$ cat config.mk
export PLATFORM = sky130hd
export DESIGN_NAME = cpu_controller
export DESIGN_NICKNAME = d
export VERILOG_FILES = /design/src/rtl/cpu_pkg.sv /design/src/rtl/instr_decoder.sv /design/src/rtl/cpu_controller.sv
export SDC_FILE = /design/constraint.sdc
export NUM_CORES = 1
export LEC_CHECK = 0
export CAP_MARGIN = 20
export CELL_PAD_IN_SITES_DETAIL_PLACEMENT = 1
export CELL_PAD_IN_SITES_GLOBAL_PLACEMENT = 2
export CORE_ASPECT_RATIO = 0.9
export CORE_MARGIN = 2
export CORE_UTILIZATION = 23
export DETAILED_ROUTE_END_ITERATION = 10
export GPL_ROUTABILITY_DRIVEN = 0
export GPL_TIMING_DRIVEN = 0
export PLACE_DENSITY_LB_ADDON = 0.1
export REMOVE_ABC_BUFFERS = 1
export SYNTH_ARGS = -nofsm -noshare
export SYNTH_HDL_FRONTEND = slang
export SYNTH_HIERARCHICAL = 1
export SYNTH_SLANG_ARGS = --single-unit
$ cat constraint.sdc
create_clock -name clk -period 3.8 [get_ports clk]
set_input_delay 0.57 -clock clk [delete_from_list [all_inputs] [get_ports clk]]
set_output_delay 0.57 -clock clk [all_outputs]
set_load 0.01 [all_outputs]
$ cat src/rtl/cpu_pkg.sv
// Shared types and constants for the CPU control stage.
// States, instruction classes, opcode fields and mux/ALU encodings.
package cpu_pkg;

    typedef enum logic [2:0] {
        WAIT,
        DECODE,
        WRIMM,
        GETA,
        GETB,
        EXEC,
        WRITE,
        HALT
    } state_t;

    typedef enum logic [2:0] {
        C_ILL,
        C_MOVI,
        C_MOVR,
        C_MVN,
        C_ADDAND,
        C_CMP,
        C_HALT
    } cls_t;

    localparam logic [2:0] OPC_ALU  = 3'b101;
    localparam logic [2:0] OPC_MOV  = 3'b110;
    localparam logic [2:0] OPC_HALT = 3'b111;

    localparam logic [1:0] OP_MOVR = 2'b00;
    localparam logic [1:0] OP_MOVI = 2'b10;
    localparam logic [1:0] OP_ADD  = 2'b00;
    localparam logic [1:0] OP_CMP  = 2'b01;
    localparam logic [1:0] OP_AND  = 2'b10;
    localparam logic [1:0] OP_MVN  = 2'b11;

    localparam logic [1:0] VSEL_C     = 2'b00;
    localparam logic [1:0] VSEL_PC    = 2'b01;
    localparam logic [1:0] VSEL_IMM8  = 2'b10;
    localparam logic [1:0] VSEL_MDATA = 2'b11;

    localparam logic [1:0] ALU_ADD  = 2'b00;
    localparam logic [1:0] ALU_SUB  = 2'b01;
    localparam logic [1:0] ALU_AND  = 2'b10;
    localparam logic [1:0] ALU_NOTB = 2'b11;

endpackage

$ cat src/rtl/instr_decoder.sv
// Combinational instruction decoder.
// Splits the IR into fields, sign-extends immediates, classifies.
module instr_decoder
    import cpu_pkg::*;
(
    input  logic [15:0] ir_i,
    output logic [1:0]  op_o,
    output logic [2:0]  rn_o,
    output logic [2:0]  rd_o,
    output logic [2:0]  rm_o,
    output logic [1:0]  sh_o,
    output logic [15:0] sximm5_o,
    output logic [15:0] sximm8_o,
    output cls_t        cls_o
);

    logic [2:0] opcode;

    assign opcode   = ir_i[15:13];
    assign op_o     = ir_i[12:11];
    assign rn_o     = ir_i[10:8];
    assign rd_o     = ir_i[7:5];
    assign rm_o     = ir_i[2:0];
    assign sh_o     = ir_i[4:3];
    assign sximm5_o = {{11{ir_i[4]}}, ir_i[4:0]};
    assign sximm8_o = {{8{ir_i[7]}}, ir_i[7:0]};

    always_comb begin
        cls_o = C_ILL;
        case (opcode)
            OPC_MOV: begin
                if (op_o == OP_MOVI)
                    cls_o = C_MOVI;
                else if (op_o == OP_MOVR)
                    cls_o = C_MOVR;
            end
            OPC_ALU: begin
                case (op_o)
                    OP_ADD:  cls_o = C_ADDAND;
                    OP_AND:  cls_o = C_ADDAND;
                    OP_CMP:  cls_o = C_CMP;
                    default: cls_o = C_MVN;
                endcase
            end
            OPC_HALT: cls_o = C_HALT;
            default:  cls_o = C_ILL;
        endcase
    end

endmodule

$ cat src/rtl/cpu_controller.sv
// Multi-cycle control stage: instruction register, Moore FSM
// sequencing regfile/ALU strobes, sticky illegal-opcode flag.
module cpu_controller
    import cpu_pkg::*;
(
    input  logic        clk,
    input  logic        reset_n,
    input  logic [15:0] in,
    input  logic        load,
    input  logic        s,
    output logic        w,
    output logic        illegal,
    output logic [2:0]  readnum,
    output logic [2:0]  writenum,
    output logic        write,
    output logic [1:0]  vsel,
    output logic        loada,
    output logic        loadb,
    output logic        asel,
    output logic        bsel,
    output logic [1:0]  shift,
    output logic [1:0]  ALUop,
    output logic        loadc,
    output logic        loads,
    output logic [15:0] sximm5,
    output logic [15:0] sximm8
);

    state_t      state_q, state_d;
    logic [15:0] ir_q, ir_d;
    logic        ill_q, ill_d;

    logic [1:0]  op;
    logic [2:0]  rn, rd, rm;
    cls_t        cls;

    logic write_r, loada_r, loadb_r, loadc_r, loads_r;

    instr_decoder u_dec (
        .ir_i     (ir_q),
        .op_o     (op),
        .rn_o     (rn),
        .rd_o     (rd),
        .rm_o     (rm),
        .sh_o     (shift),
        .sximm5_o (sximm5),
        .sximm8_o (sximm8),
        .cls_o    (cls)
    );

    always_ff @(posedge clk) begin
        if (!reset_n) begin
            state_q <= WAIT;
            ir_q    <= 16'h0000;
            ill_q   <= 1'b0;
        end else begin
            state_q <= state_d;
            ir_q    <= ir_d;
            ill_q   <= ill_d;
        end
    end

    always_comb begin
        state_d  = state_q;
        ir_d     = ir_q;
        ill_d    = ill_q;
        w        = 1'b0;
        readnum  = 3'd0;
        writenum = 3'd0;
        vsel     = VSEL_C;
        asel     = 1'b0;
        bsel     = 1'b0;
        ALUop    = op;
        write_r  = 1'b0;
        loada_r  = 1'b0;
        loadb_r  = 1'b0;
        loadc_r  = 1'b0;
        loads_r  = 1'b0;
        unique case (state_q)
            WAIT: begin
                w = 1'b1;
                if (load)
                    ir_d = in;
                if (s) begin
                    state_d = DECODE;
                    ill_d   = 1'b0;
                end
            end
            DECODE: begin
                unique case (cls)
                    C_MOVI:   state_d = WRIMM;
                    C_MOVR:   state_d = GETB;
                    C_MVN:    state_d = GETB;
                    C_ADDAND: state_d = GETA;
                    C_CMP:    state_d = GETA;
                    C_HALT:   state_d = HALT;
                    default: begin
                        state_d = WAIT;
                        ill_d   = 1'b1;
                    end
                endcase
            end
            WRIMM: begin
                writenum = rn;
                vsel     = VSEL_IMM8;
                write_r  = 1'b1;
                state_d  = WAIT;
            end
            GETA: begin
                readnum = rn;
                loada_r = 1'b1;
                state_d = GETB;
            end
            GETB: begin
                readnum = rm;
                loadb_r = 1'b1;
                state_d = EXEC;
            end
            EXEC: begin
                // MOV reg passes B through the adder with A forced to zero
                asel  = (cls == C_MOVR);
                ALUop = asel ? ALU_ADD : op;
                if (cls == C_CMP) begin
                    loads_r = 1'b1;
                    state_d = WAIT;
                end else begin
                    loadc_r = 1'b1;
                    state_d = WRITE;
                end
            end
            WRITE: begin
                writenum = rd;
                vsel     = VSEL_C;
                write_r  = 1'b1;
                state_d  = WAIT;
            end
            default: state_d = HALT;
        endcase
    end

    assign illegal = ill_q;
    assign write   = write_r & reset_n;
    assign loada   = loada_r & reset_n;
    assign loadb   = loadb_r & reset_n;
    assign loadc   = loadc_r & reset_n;
    assign loads   = loads_r & reset_n;

endmodule

==> summary.txt <==
Clocking
  • Resized Gates After CTS: 0
  • CTS tree: yes
  • Max clock buf depth: 2
  • H-tree depth: 1
  • Post-CTS Setup Bufs: 0
  • Root Driver: clkbuf_8
  • Num CTS Buffers: 3
  • CTS sink cnt: 20
  • Clock Latency Late Sink: 0.27 ns
  • Clock Pin Slew Worst Setup and Hold Paths: 0.09 ns
  • # hold bufs at CTS: 0

Logic synthesis
  • Seq/Total Area, Yosys: 27.61%
  • Compound-Gate Fraction of Synth Area: 13.98%
  • Share of flip-flops with an asynchronous set or reset: 0%
  • Top cell type's share of synthesized area: 27.61%
  • Distinct cells, synth: 39
  • Ys Warns: 6
  • Mux cell area share after synthesis: 2.071%
  • Adder-Cell Fraction of Synth Area: 0%
  • Synth area leader: dfxtp_1
  • #FFs+latches synth: 20
  • Post-synthesis simple-gate area fraction: 26.23%
  • XOR/XNOR Fraction of Synth Area: 0%
  • Post-Synthesis Cell Area: 1450 µm²
  • Post-synth EDFFs: 0
  • Synthesized area per cell: 7.755 µm²
  • Synth Instances: 187
  • Top post-synthesis cells by area: dfxtp_1, buf_4, nand3_1
  • Primary FF master, synth: dfxtp_1
  • Main combinational cell family by area after synthesis: buffers and inverters

Global route
  • GR Util All Layers: 11.40%
  • Vias in the first global route: 1277
  • Initial antenna violation count: 0
  • First-pass GRT wire length: 6306 µm
  • Largest net degree at the start of global routing: 24
  • Total congestion overflow: 0

Setup path
  • CP required: 3.23 ns
  • Critical Path Start Type: input pin
  • Critical path type: in -> out
  • WP data arrival: 2.59 ns
  • Crit end category: output pin
  • Critical Path Fanout Max: 23

STA
  • Max-Slew Margin vs Limit: 42.07%
  • Setup Skew: 0.004687 ns
  • Hold slack: 0.4908 ns
  • Maximum clock frequency: 316.9 MHz
  • Final Cycle Share: 83.05%
  • RSZ-0062 raised after global routing: false
  • Worst setup margin: 0.6442 ns
  • Final min period: 3.156 ns
  • Slew @ Worst Pin: 0.8652 ns
  • Final setup fails: 0
  • Setup_tns: 0 ns
  • Slew Limit Fails: 0
  • Hold Vio Cnt, Final: 0

Placement
  • Detailed placement HPWL: 2817 µm
  • Placed cell count: 290
  • Dpl ws: 0.6122 ns
  • PortBufs: 70

Floorplan
  • Core region area: 6115 µm²
  • # IOs: 73
  • Row cnt: 27
  • DIE AREA: 6957 µm²
  • Initial Util: 23.72%
  • Die X-Extent: 87.70 µm
  • Chip height: 79.33 µm

Detailed routing
  • Antenna Nets Post-Route: 0
  • Drt initial violations: 47
  • Routed WL: 3920 µm
  • Residual DRC: 0
  • Via/cell ratio: 4.299
  • Vias: 1264
  • Wire per inst: 13.33 µm
  • 1st-pass router iterations: 4

Pwr
  • Static Leak: 0.0006626 µW
  • Final Power: 619.8 µW
  • P per Cell Area: 316.9 nW/µm²
  • Peak supply drop: 0.1798 mV

Finish
  • Final Net Count: 228
  • P&R area growth vs syn: 34.86%
  • Layout cells sized above 1: 4.831%
  • Post-Layout Cell Count: 294
  • # fillers: 742
  • Antenna Cells: 0

Worst hold path
  • Tightest Hold Check Type: reg -> reg

Outcome
  • Status: finished clean

Run
  • Maxcap violations: 0
[per-stage QoR]
stage / instance area, µm² / utilization, %
6_report: 1956 / 31.98
5_1_grt: 1956 / 31.98
4_1_cts: 1956 / 31.98
3_5_place_dp: 1884 / 30.82
3_3_place_gp: 1846 / 30.18
2_1_floorplan: 1036 / -
[final cells by class]
class                           count  area [µm²]  area share (%)
Clock buffer                        3       41.29           2.111
Tap cell                           87       108.9           5.566
Inverter                            4       15.01          0.7678
Multi-Input combinational cell    107       620.6           31.73
Clock inverter                      1       30.03           1.536
Sequential cell                    20       400.4           20.47
Timing Repair Buffer               72       739.5           37.81
[metal layers]
| metal | GRT usage [%] | vias to the layer above | wire length, µm |
|---|---|---|---|
| met5 | 0 | - | 0 |
| met3 | 2.495 | 2 | 258 |
| met1 | 15.61 | 587 | 1919 |
| met2 | 17.65 | 51 | 1726 |
| li1 | - | 624 | - |
| met4 | 3.692 | 0 | 17 |
[cells by family after synthesis]
family / Yosys count
mux: 3
simple gates: 69
buf+inv: 61
flops: 20
compound gates: 33
other cells: 1
[flip-flops by register name, indices dropped and copies added (netlist names)]
| name | cells |
|---|---|
| ir_q | 16 |
| state_q | 3 |
| illegal | 1 |
[worst max-delay path, stage by stage]
cell             delay (ns)
clkdlybuf4s50_1        0.87
buf_16                 0.24
inv_1                  0.11
nor3_1                 0.21
clkdlybuf4s50_1        0.57
[report_power, final]
group | switching, µW | total (µW) | internal, µW
Sequential | 22.6 | 247 | 224
Clock | 85.8 | 227 | 141
Combinational | 58.6 | 146 | 87.5
Total | 167 | 620 | 453
[path summary, 6_finish.rpt]
kind         cells after the start                    end               startpoint  slack [ns]
max                              5                  loada                  reset_n        0.64
min                              2  ir_q[13]$_SDFFE_PN0P_    ir_q[13]$_SDFFE_PN0P_        0.49
max reg2reg                      4   ir_q[4]$_SDFFE_PN0P_  state_q[2]$_SDFFE_PN0P_        1.85
min reg2reg                      2  ir_q[13]$_SDFFE_PN0P_    ir_q[13]$_SDFFE_PN0P_        0.49
[synth_stat cells (3+ instances only)]
master    n
nor2_1    8
o21ai_0  15
inv_1     4
o21ai_1   3
buf_2     3
and2_1    3
nand3_1  17
dfxtp_1  20
nor2b_1   3
a31oi_1   3
buf_4    47
a22o_1    3
nor3_1    5
mux2i_1   3
buf_6     3
nand2_1  20
[layout by cell type, fill, tap and decap left out, drive strengths merged, types with 4 or more instances in the layout]
cell and n:
clkdlybuf4s50 70, dfxtp 20, inv 4, nand2 20, nand3 17, nor2 8
nor3 5, o21ai 18
No activity file was read; power rests on OpenSTA's default activity.
